### config.mk
export PLATFORM = sky130hd
export DESIGN_NAME = spi_frame_master
export DESIGN_NICKNAME = d
export VERILOG_FILES = /design/src/rtl/ledz_pkg.sv /design/src/rtl/spi_sclk_gen.sv /design/src/rtl/spi_frame_master.sv
export SDC_FILE = /design/constraint.sdc
export NUM_CORES = 1
export LEC_CHECK = 0
export CAP_MARGIN = 20
export CORE_ASPECT_RATIO = 0.7
export CORE_MARGIN = 4
export CORE_UTILIZATION = 35
export CTS_CLUSTER_DIAMETER = 60
export DETAILED_ROUTE_END_ITERATION = 12
export SETUP_SLACK_MARGIN = 0.02
export SLEW_MARGIN = 20
export SYNTH_ARGS = -nofsm -noshare
export SYNTH_HDL_FRONTEND = slang
export SYNTH_SLANG_ARGS = --single-unit
### constraint.sdc
create_clock -name clk -period 2.3 [get_ports clk]
set_clock_uncertainty 0.1 [all_clocks]
set_input_delay 0.46 -clock clk [delete_from_list [all_inputs] [get_ports clk]]
set_output_delay 0.46 -clock clk [all_outputs]
set_load 0.02 [all_outputs]
### src/rtl/ledz_pkg.sv
`default_nettype none
// +----------------------------------------------------------------------+
// | ledz_pkg: shared constants and SPI transmit state encoding.          |
// | Rev 1.0                                                              |
// +----------------------------------------------------------------------+
package ledz_pkg;

  localparam int RGB565_W     = 16;
  localparam int PANEL_WORDS  = 2048;
  localparam int BANK_SEL_BIT = 10;
  localparam int BIT_CNT_W    = 4;

  typedef enum logic [2:0] {
    ST_IDLE  = 3'd0,
    ST_LEAD  = 3'd1,
    ST_FETCH = 3'd2,
    ST_SHIFT = 3'd3,
    ST_TAIL  = 3'd4,
    ST_GAP   = 3'd5
  } spi_tx_state_t;

  function automatic int max2(input int a, input int b);
    return (a > b) ? a : b;
  endfunction

endpackage
`default_nettype wire

### src/rtl/spi_sclk_gen.sv
`default_nettype none
// +----------------------------------------------------------------------+
// | spi_sclk_gen: sclk divider with rise/fall strobes, runs only when    |
// | enabled. Rev 1.0                                                     |
// +----------------------------------------------------------------------+
module spi_sclk_gen #(
  parameter int CLK_DIV = 4
) (
  input  logic clk,
  input  logic rst_n,
  input  logic i_en,
  output logic o_sclk,
  output logic o_rise,
  output logic o_fall
);

  localparam int DIV_W = $clog2(CLK_DIV);
  localparam logic [DIV_W-1:0] c_DIV_LAST = DIV_W'(CLK_DIV - 1);

  logic [DIV_W-1:0] r_div;
  logic             r_sclk;
  logic             w_tc;

  // Strobes flag the cycle whose closing edge toggles sclk.
  assign w_tc   = i_en && (r_div == c_DIV_LAST);
  assign o_rise = w_tc && !r_sclk;
  assign o_fall = w_tc && r_sclk;
  assign o_sclk = r_sclk;

  always_ff @(posedge clk) begin
    if (!rst_n || !i_en) begin
      r_div  <= '0;
      r_sclk <= 1'b0;
    end else if (w_tc) begin
      r_div  <= '0;
      r_sclk <= ~r_sclk;
    end else begin
      r_div  <= r_div + 1'b1;
    end
  end

endmodule
`default_nettype wire

### src/rtl/spi_frame_master.sv
`default_nettype none
// +----------------------------------------------------------------------+
// | spi_frame_master: streams one frame of RGB565 words to the panel     |
// | SPI slave inside a single cs window. Rev 1.0                         |
// +----------------------------------------------------------------------+
module spi_frame_master
  import ledz_pkg::*;
#(
  parameter int CLK_DIV     = 4,
  parameter int FRAME_WORDS = PANEL_WORDS,
  parameter int CS_GAP      = 8
) (
  input  logic                clk,
  input  logic                rst_n,
  input  logic                start,
  input  logic [RGB565_W-1:0] word_data,
  input  logic                word_valid,
  output logic                word_ready,
  output logic                spi_cs,
  output logic                spi_sclk,
  output logic                spi_mosi,
  output logic                busy,
  output logic                frame_done
);

  localparam int CNT_W  = $clog2(FRAME_WORDS + 1);
  localparam int WAIT_W = $clog2(max2(CLK_DIV, CS_GAP) + 1);
  localparam logic [CNT_W-1:0]  c_FRAME_WORDS = CNT_W'(FRAME_WORDS);
  localparam logic [WAIT_W-1:0] c_EDGE_LAST   = WAIT_W'(CLK_DIV - 1);
  localparam logic [WAIT_W-1:0] c_GAP_DONE    = WAIT_W'(CS_GAP - 1);
  localparam logic [WAIT_W-1:0] c_GAP_LAST    = WAIT_W'(CS_GAP);

  spi_tx_state_t           r_state;
  spi_tx_state_t           w_state_nxt;
  logic [CNT_W-1:0]        r_words;
  logic [CNT_W-1:0]        w_words_inc;
  logic [BIT_CNT_W-1:0]    r_bit;
  logic                    r_last_bit;
  logic [RGB565_W-1:0]     r_shift;
  logic [WAIT_W-1:0]       r_wait;
  logic                    r_cs;
  logic                    r_mosi;
  logic                    r_busy;
  logic                    r_done;
  logic                    w_accept;
  logic                    w_rise;
  logic                    w_fall;
  logic                    w_word_end;
  logic                    w_sclk_en;
  logic                    w_cs_nxt;
  logic                    w_done_nxt;
  logic                    w_wait_clr;

  assign word_ready  = (r_state == ST_FETCH);
  assign w_accept    = word_ready && word_valid;
  assign w_word_end  = w_fall && r_last_bit;
  assign w_words_inc = r_words + 1'b1;
  assign w_sclk_en   = (r_state == ST_SHIFT);

  spi_sclk_gen #(
    .CLK_DIV (CLK_DIV)
  ) u_sclk_gen (
    .clk    (clk),
    .rst_n  (rst_n),
    .i_en   (w_sclk_en),
    .o_sclk (spi_sclk),
    .o_rise (w_rise),
    .o_fall (w_fall)
  );

  always_comb begin
    w_state_nxt = r_state;
    w_done_nxt  = 1'b0;
    case (r_state)
      ST_IDLE:  if (start) w_state_nxt = ST_LEAD;
      ST_LEAD:  if (r_wait == c_EDGE_LAST) w_state_nxt = ST_FETCH;
      ST_FETCH: if (w_accept) w_state_nxt = ST_SHIFT;
      ST_SHIFT: begin
        if (w_word_end)
          w_state_nxt = (w_words_inc == c_FRAME_WORDS) ? ST_TAIL : ST_FETCH;
      end
      ST_TAIL:  if (r_wait == c_EDGE_LAST) w_state_nxt = ST_GAP;
      ST_GAP: begin
        // frame_done occupies the final GAP cycle so a coincident start still lands in GAP.
        if (r_wait == c_GAP_DONE) w_done_nxt = 1'b1;
        if (r_wait == c_GAP_LAST) w_state_nxt = ST_IDLE;
      end
      default:  w_state_nxt = ST_IDLE;
    endcase
    w_cs_nxt   = (w_state_nxt == ST_LEAD)  || (w_state_nxt == ST_FETCH) ||
                 (w_state_nxt == ST_SHIFT) || (w_state_nxt == ST_TAIL);
    w_wait_clr = (w_state_nxt != r_state) || (r_state == ST_IDLE) ||
                 (r_state == ST_FETCH) || (r_state == ST_SHIFT);
  end

  always_ff @(posedge clk) begin
    if (!rst_n) begin
      r_state    <= ST_IDLE;
      r_wait     <= '0;
      r_words    <= '0;
      r_bit      <= '0;
      r_last_bit <= 1'b0;
      r_shift    <= '0;
      r_cs       <= 1'b0;
      r_mosi     <= 1'b0;
      r_busy     <= 1'b0;
      r_done     <= 1'b0;
    end else begin
      r_state <= w_state_nxt;
      r_cs    <= w_cs_nxt;
      r_busy  <= (w_state_nxt != ST_IDLE);
      r_done  <= w_done_nxt;
      r_wait  <= w_wait_clr ? '0 : r_wait + 1'b1;

      if ((r_state == ST_IDLE) && start)
        r_words <= '0;
      else if (w_word_end)
        r_words <= w_words_inc;

      // Shifter refills with zeros, so mosi returns low after the 16th fall.
      if (w_accept) begin
        r_shift    <= {word_data[RGB565_W-2:0], 1'b0};
        r_mosi     <= word_data[RGB565_W-1];
        r_bit      <= '0;
        r_last_bit <= 1'b0;
      end else if (w_rise) begin
        if (r_bit == 4'd15) r_last_bit <= 1'b1;
        else                r_bit      <= r_bit + 1'b1;
      end else if (w_fall) begin
        r_mosi  <= r_shift[RGB565_W-1];
        r_shift <= {r_shift[RGB565_W-2:0], 1'b0};
      end
    end
  end

  assign spi_cs     = r_cs;
  assign spi_mosi   = r_mosi;
  assign busy       = r_busy;
  assign frame_done = r_done;

endmodule
`default_nettype wire
==> results.py, run 1 <==
metrics = {
    "setup_path": {
        "critPathMaxStageDelay_ns": 0.62,
        "cp.required_ns": 1.74,
        "worst_setup_path_end_kind": "output pin",
        "cpMaxStageDelayCell": "clkdlybuf4s50_1",
        "reg2reg_slack_ns": 0.19,
        "start_kind": "register",
        "path_cells": "nand2b_1 -> nor2_1 -> clkdlybuf4s50_1",
        "crit_fanout": 6,
        "crit_type": "reg -> out",
        "crit_arrival_ns": 1.56,
    },
    "final_layout": {
        "finalNonFillerCells": 349,
        "num-nets-final": 299,
        "drive_above_1_share": 0.09489,
        "fin_area_sq_um": 2694,
        "syn2layout_area_growth_pct": 23.74,
        "antenna_cells": 0,
    },
    "routing": {
        "wirelength_microns": 4557,
        "dr.pass1.iters": 4,
        "drc": 0,
        "vias": 1758,
        "antenna_left": 0,
        "wl_per_cell_microns": 13.06,
        "routed_via_density": 5.037,
        "drtIter0Drc": 33,
    },
    "clocking": {
        "root_buffer": "clkbuf_8",
        "ctsResizeCount": 0,
        "cts_buffers": 5,
        "cts_hold_buf": 0,
        "cts.sinks": 46,
        "clock_path_buffers": 2,
        "cts_max_level": 2,
        "clk_pin_slew_ns": 0.08,
        "postCtsSetupBuffers": 0,
        "cts_tree": "done",
        "insertion_delay_ns": 0.29,
    },
    "sta": {
        "slew_violations": 0,
        "fin_crit_sh": 0.9217,
        "finalHoldViolCount": 0,
        "tns_ns": 0,
        "max_slew_margin": 0.7551,
        "tightest_slew_ns": 0.3581,
        "whs_ns": 0.3266,
        "rsz0062_at_grt": "false",
        "max_freq_mhz": 471.7,
        "setup_viol": 0,
        "fin_crit_ns": 2.120,
    },
    "synthesis": {
        "synth-edff-count": 0,
        "yosysMostFrequentCell": "dfxtp_1",
        "synthTopCellsByArea": "dfxtp_1 42%, mux2i_1 7.4%, nor2_1 6.7%",
        "syn_area_sq_um": 2177,
        "yosysTopAreaCell": "dfxtp_1",
        "syn_avg_cell_area_sq_um": 8.959,
        "synth_common_cells": "46 x dfxtp_1, 39 x nor2_1, 17 x a211oi_1",
        "yosys_warnings": 0,
        "yosysSeqAreaShare": 0.4230,
        "synth_cell_types": 40,
        "synth_nets": 268,
        "synth_top_cell_area_share": 0.4230,
        "async_flop_share": 0,
        "netlist_instances": 243,
        "synth-seq-cells": 46,
        "ys.flop_type": "dfxtp_1",
    },
    "placement": {
        "dp_hpwl_microns": 3283,
        "placed_area_sq_um": 2581,
        "globalplace.congestion": 0.8124,
        "place_inst": 342,
        "portBuffers": 25,
    },
    "pwr": {
        "p_leak_uw": 0.0008798,
        "finalPower_uw": 1489,
        "peakVddDrop_v": 0.0002620,
        "power.density_nw_per_um2": 552.7,
    },
    "floorplan": {
        "core-area_sq_um": 5871,
        "design.die.area_sq_um": 7566,
        "io_pins": 26,
        "initial_utilization": 0.3708,
        "die_h_microns": 73.99,
        "die_width_microns": 102.3,
        "num_rows": 23,
    },
    "flow_run": {
        "drv_cap": 0,
    },
    "run_status": {
        "status": "finished clean",
    },
    "grt": {
        "grt_max_degree": 32,
        "overflow": 0,
        "track_usage": 0.1291,
        "grt_pass1_vias": 1675,
        "antenna_found_initial": 0,
        "grt_pass1_wl_microns": 7790,
    },
    "min_path": {
        "holdCritPathClass": "reg -> reg",
    },
}
-- where the power goes --
part / total [uW] / switching (uW) / internal, uW
Combinational: 81.2 / 36.7 / 44.5
Clock: 603 / 255 / 348
Sequential: 805 / 4.53 / 801
-- layout by cell type, fill, tap and decap left out, types with 2 or more instances in the layout --
cell type        synthesis  layout
dfxtp_1                 46      46
nor2_1                  39      39
and4_2                   2       2
nand2_1                  8       8
clkbuf_8                 0       6
a21oi_1                  8       7
o21ai_0                  8       8
xor2_1                  10      10
ha_1                     5       5
and2_1                   3       3
buf_4                    0       8
nand2b_1                 6       6
nor2b_1                  3       3
nand3_1                 10      10
a211oi_1                17      17
and3_1                   4       4
mux2i_1                 16      16
inv_1                    5       5
buf_12                   0       2
clkdlybuf4s50_1          0      25
nor3_1                   6       6
xnor2_1                  7       7
o211ai_1                 2       2
nor3b_1                  3       3
nand4_1                  7       7
-- critical path, delay by kind of cell, from the launching register on --
kind	cells	cell delay, ns
buffers and inverters	1	0.62
flip-flops	1	0.37
AND/OR/NAND/NOR	2	0.29
-- cell type report --
type                    instances  area, sq um
flip-flops and latches         46        920.9
inverters                       5        18.77
multi-input cells             181         1197
well taps                      75        93.84
fillers                       595         3177
clock inverters                 1        30.03
repair buffers                 35        350.3
clock buffers                   6        82.58
-- worst paths after layout --
| check | start | endpoint | cells past startpoint |
|---|---|---|---|
| setup reg to reg | r_words[0] | r_state[1] | 6 |
| hold / removal | u_sclk_gen.r_div[0] | u_sclk_gen.r_div[0] | 1 |
| hold reg to reg | u_sclk_gen.r_div[0] | u_sclk_gen.r_div[0] | 1 |
| setup / recovery | r_state[2] | word_ready | 3 |
-- layer usage --
| metal | up-vias | GRT usage | wire length, microns |
|---|---|---|---|
| li1 | 934 | - | - |
| met2 | 9 | 0.1901 | 1927 |
| met1 | 811 | 0.1889 | 2495 |
| met3 | 4 | 0.03468 | 100 |
| met5 | - | 0 | 0 |
| met4 | 0 | 0.03057 | 34 |
-- flip-flops by register name, summed over array words and instances (netlist names) --
| register | flops |
|---|---|
| busy | 1 |
| frame_done | 1 |
| r_bit | 4 |
| r_last_bit | 1 |
| r_shift | 15 |
| r_state | 3 |
| r_wait | 4 |
| r_words | 12 |
| spi_cs | 1 |
| spi_mosi | 1 |
| u_sclk_gen.o_sclk | 1 |
| u_sclk_gen.r_div | 2 |
-- logic make-up after synthesis --
family,Yosys count,synth area share
simple gates,97,0.2264
compound gates,46,0.1512
flops,46,0.4230
xor+xnor,17,0.06839
buf+inv,16,0.02874
mux,16,0.07356
fa+ha+maj,5,0.02874
-- through the flow --
stage          setup WS, ns  utilization
5_1_grt             0.06737       0.4589
2_1_floorplan        0.2855            -
4_1_cts              0.1574       0.4589
3_5_place_dp         0.2014       0.4397
6_report             0.1802       0.4589
3_3_place_gp         0.2138       0.4397
Note: power is estimated with default switching activity, not from simulation.
==> run 2: changes to the inputs <==
--- a/config.mk
+++ b/config.mk
@@ -9,6 +9,7 @@
 export CORE_ASPECT_RATIO = 0.7
 export CORE_MARGIN = 4
 export CORE_UTILIZATION = 35
+export CTS_BUF_LIST = sky130_fd_sc_hd__clkbuf_16
 export CTS_CLUSTER_DIAMETER = 60
 export DETAILED_ROUTE_END_ITERATION = 12
 export SETUP_SLACK_MARGIN = 0.02
==> run 2 against run 1 <==
  * Final cell count unchanged
  * Routed wire length grew 1.1%
  * Non-clock buffer count is the same
  * Via count up 0.63%
  * Setup slack improved by 0.014 ns
  * Flip-flop and latch count did not move
  * Critical path depth increased by 3
  * Die area stayed put
  * Critical path type is now reg -> reg
==> results.py, run 2 (synthesized netlist as in run 1, its figures left out) <==
metrics = {
    "run_status": {
        "status": "finished clean",
    },
    "routing": {
        "drc": 0,
        "dr.pass1.iters": 4,
        "wl_per_cell_microns": 13.19,
        "met3_length_microns": 121,
        "routed_via_density": 5.069,
        "antenna_left": 0,
        "dr_wl_met2_microns": 1989,
        "drtIter0Drc": 41,
        "met1Wirelength_microns": 2437,
        "vias": 1769,
        "wirelength_microns": 4605,
        "dr.max_layer_used": "met4",
    },
    "min_path": {
        "holdCritPathClass": "reg -> reg",
        "whs_path_depth": 1,
    },
    "setup_path": {
        "crit_fanout": 6,
        "timing.reg2reg.worst_path_depth": 6,
        "worst_setup_path_end_kind": "register",
        "crit_arrival_ns": 2.19,
        "cp.required_ns": 2.38,
        "start_kind": "register",
        "crit_type": "reg -> reg",
    },
    "pwr": {
        "swShare": 0.1935,
        "p_int_uw": 1349,
        "p_leak_uw": 0.0008999,
        "peakVddDrop_v": 0.0002638,
        "pwr-share-seq": 0.482,
        "p_sw_uw": 323.5,
        "power.density_nw_per_um2": 610.2,
        "pwr-share-comb": 0.049,
        "pwr-share-clk": 0.469,
        "finalPower_uw": 1672,
    },
    "final_layout": {
        "nFillCells": 582,
        "reg.largest.list": "r_shift (15), r_words (12)",
        "num-nets-final": 299,
        "finalNonFillerCells": 349,
        "final_cell_mix": "46 x dfxtp_1, 39 x nor2_1, 25 x clkdlybuf4s50_1",
        "regMostFlops": "r_shift",
        "syn2layout_area_growth_pct": 25.86,
        "largest_reg_flops": 15,
        "final_common_cell": "dfxtp_1",
        "drive_above_1_share": 0.09124,
        "antenna_cells": 0,
    },
    "floorplan": {
        "io_pins": 26,
        "design.die.area_sq_um": 7566,
        "num_rows": 23,
        "initial_utilization": 0.3708,
        "core-area_sq_um": 5871,
        "die_h_microns": 73.99,
        "die_width_microns": 102.3,
    },
    "sta": {
        "max_freq_mhz": 474.8,
        "slew_violations": 0,
        "fin_crit_sh": 0.9157,
        "setup_viol": 0,
        "finalHoldViolCount": 0,
        "tns_ns": 0,
        "rsz0062_at_grt": "false",
        "max_slew_margin": 0.7551,
        "fin_crit_ns": 2.106,
        "tightest_slew_ns": 0.3581,
    },
    "grt": {
        "grt_pass1_vias": 1681,
        "grt_pass1_wl_microns": 7900,
        "antenna_found_initial": 0,
        "overflow": 0,
        "track_usage": 0.1331,
        "grt_max_degree": 32,
    },
    "flow_run": {
        "drv_cap": 0,
    },
    "clocking": {
        "ctsResizeCount": 0,
        "root_buffer": "clkbuf_16",
        "cts_tree": "done",
        "cts_hold_buf": 0,
        "postCtsSetupBuffers": 0,
        "cts_max_level": 2,
        "clk_pin_slew_ns": 0.06,
        "insertion_delay_ns": 0.28,
        "clock_path_buffers": 2,
        "cts.sinks": 46,
        "cts_buffers": 5,
    },
    "placement": {
        "globalplace.congestion": 0.8124,
        "dp_hpwl_microns": 3283,
        "place_inst": 342,
        "portBuffers": 25,
    },
}
run 2: cell count changes in the layout (fill, tap and decap cells not counted), sizes merged:
cell    change
clkinv      +1
clkbuf      -1
run 2: final cells by class:
class	count	area, sq um	share of cell area
Inverter	5	18.77	0.006849
Clock inverter	2	33.78	0.01233
Tap cell	75	93.84	0.03425
Multi-Input combinational cell	181	1197	0.4370
Timing Repair Buffer	35	350.3	0.1279
Sequential cell	46	920.9	0.3361
Clock buffer	5	125.1	0.04566
run 2: path summary, 6_finish.rpt:
path | from | end | slack (ns)
max | r_words[0] | r_state[1] | 0.19
min reg2reg | u_sclk_gen.r_div[0] | u_sclk_gen.r_div[0] | 0.32
max reg2reg | r_words[0] | r_state[1] | 0.19
min | u_sclk_gen.r_div[0] | u_sclk_gen.r_div[0] | 0.32
run 2: power by group through the flow:
stage	clock network, uW	registers [uW]	logic (uW)
6_report	785	806	81.2
2_1_floorplan	0	825	27.8
5_1_grt	840	806	87.7
4_1_cts	804	806	82.4
3_5_place_dp	0	824	82.0
3_3_place_gp	0	824	82.1
run 2: per-layer routing:
layer / vias to the layer above / track usage
li1: 930 / -
met1: 820 / 0.1890
met2: 15 / 0.1937
met3: 4 / 0.03468
met4: 0 / 0.05240
met5: - / 0
run 2: critical path: stages (launching register included):
cell and delay [ns]:
dfxtp_1 0.43, ha_1 0.28, and4_1 0.26, o21ai_0 0.10
o31a_2 0.30, a2111o_1 0.36, and3_1 0.18
run 2: stage by stage:
step	cell area, sq um	hold slack, ns	util	setup WS, ns
after global placement	2581	0.3201	0.4397	0.2138
after detailed placement	2581	0.3180	0.4397	0.2014
after global routing	2740	0.3313	0.4668	0.06829
final	2740	0.3234	0.4668	0.1939
after floorplan	2177	0.3043	-	0.2855
after CTS	2740	0.3265	0.4668	0.1760
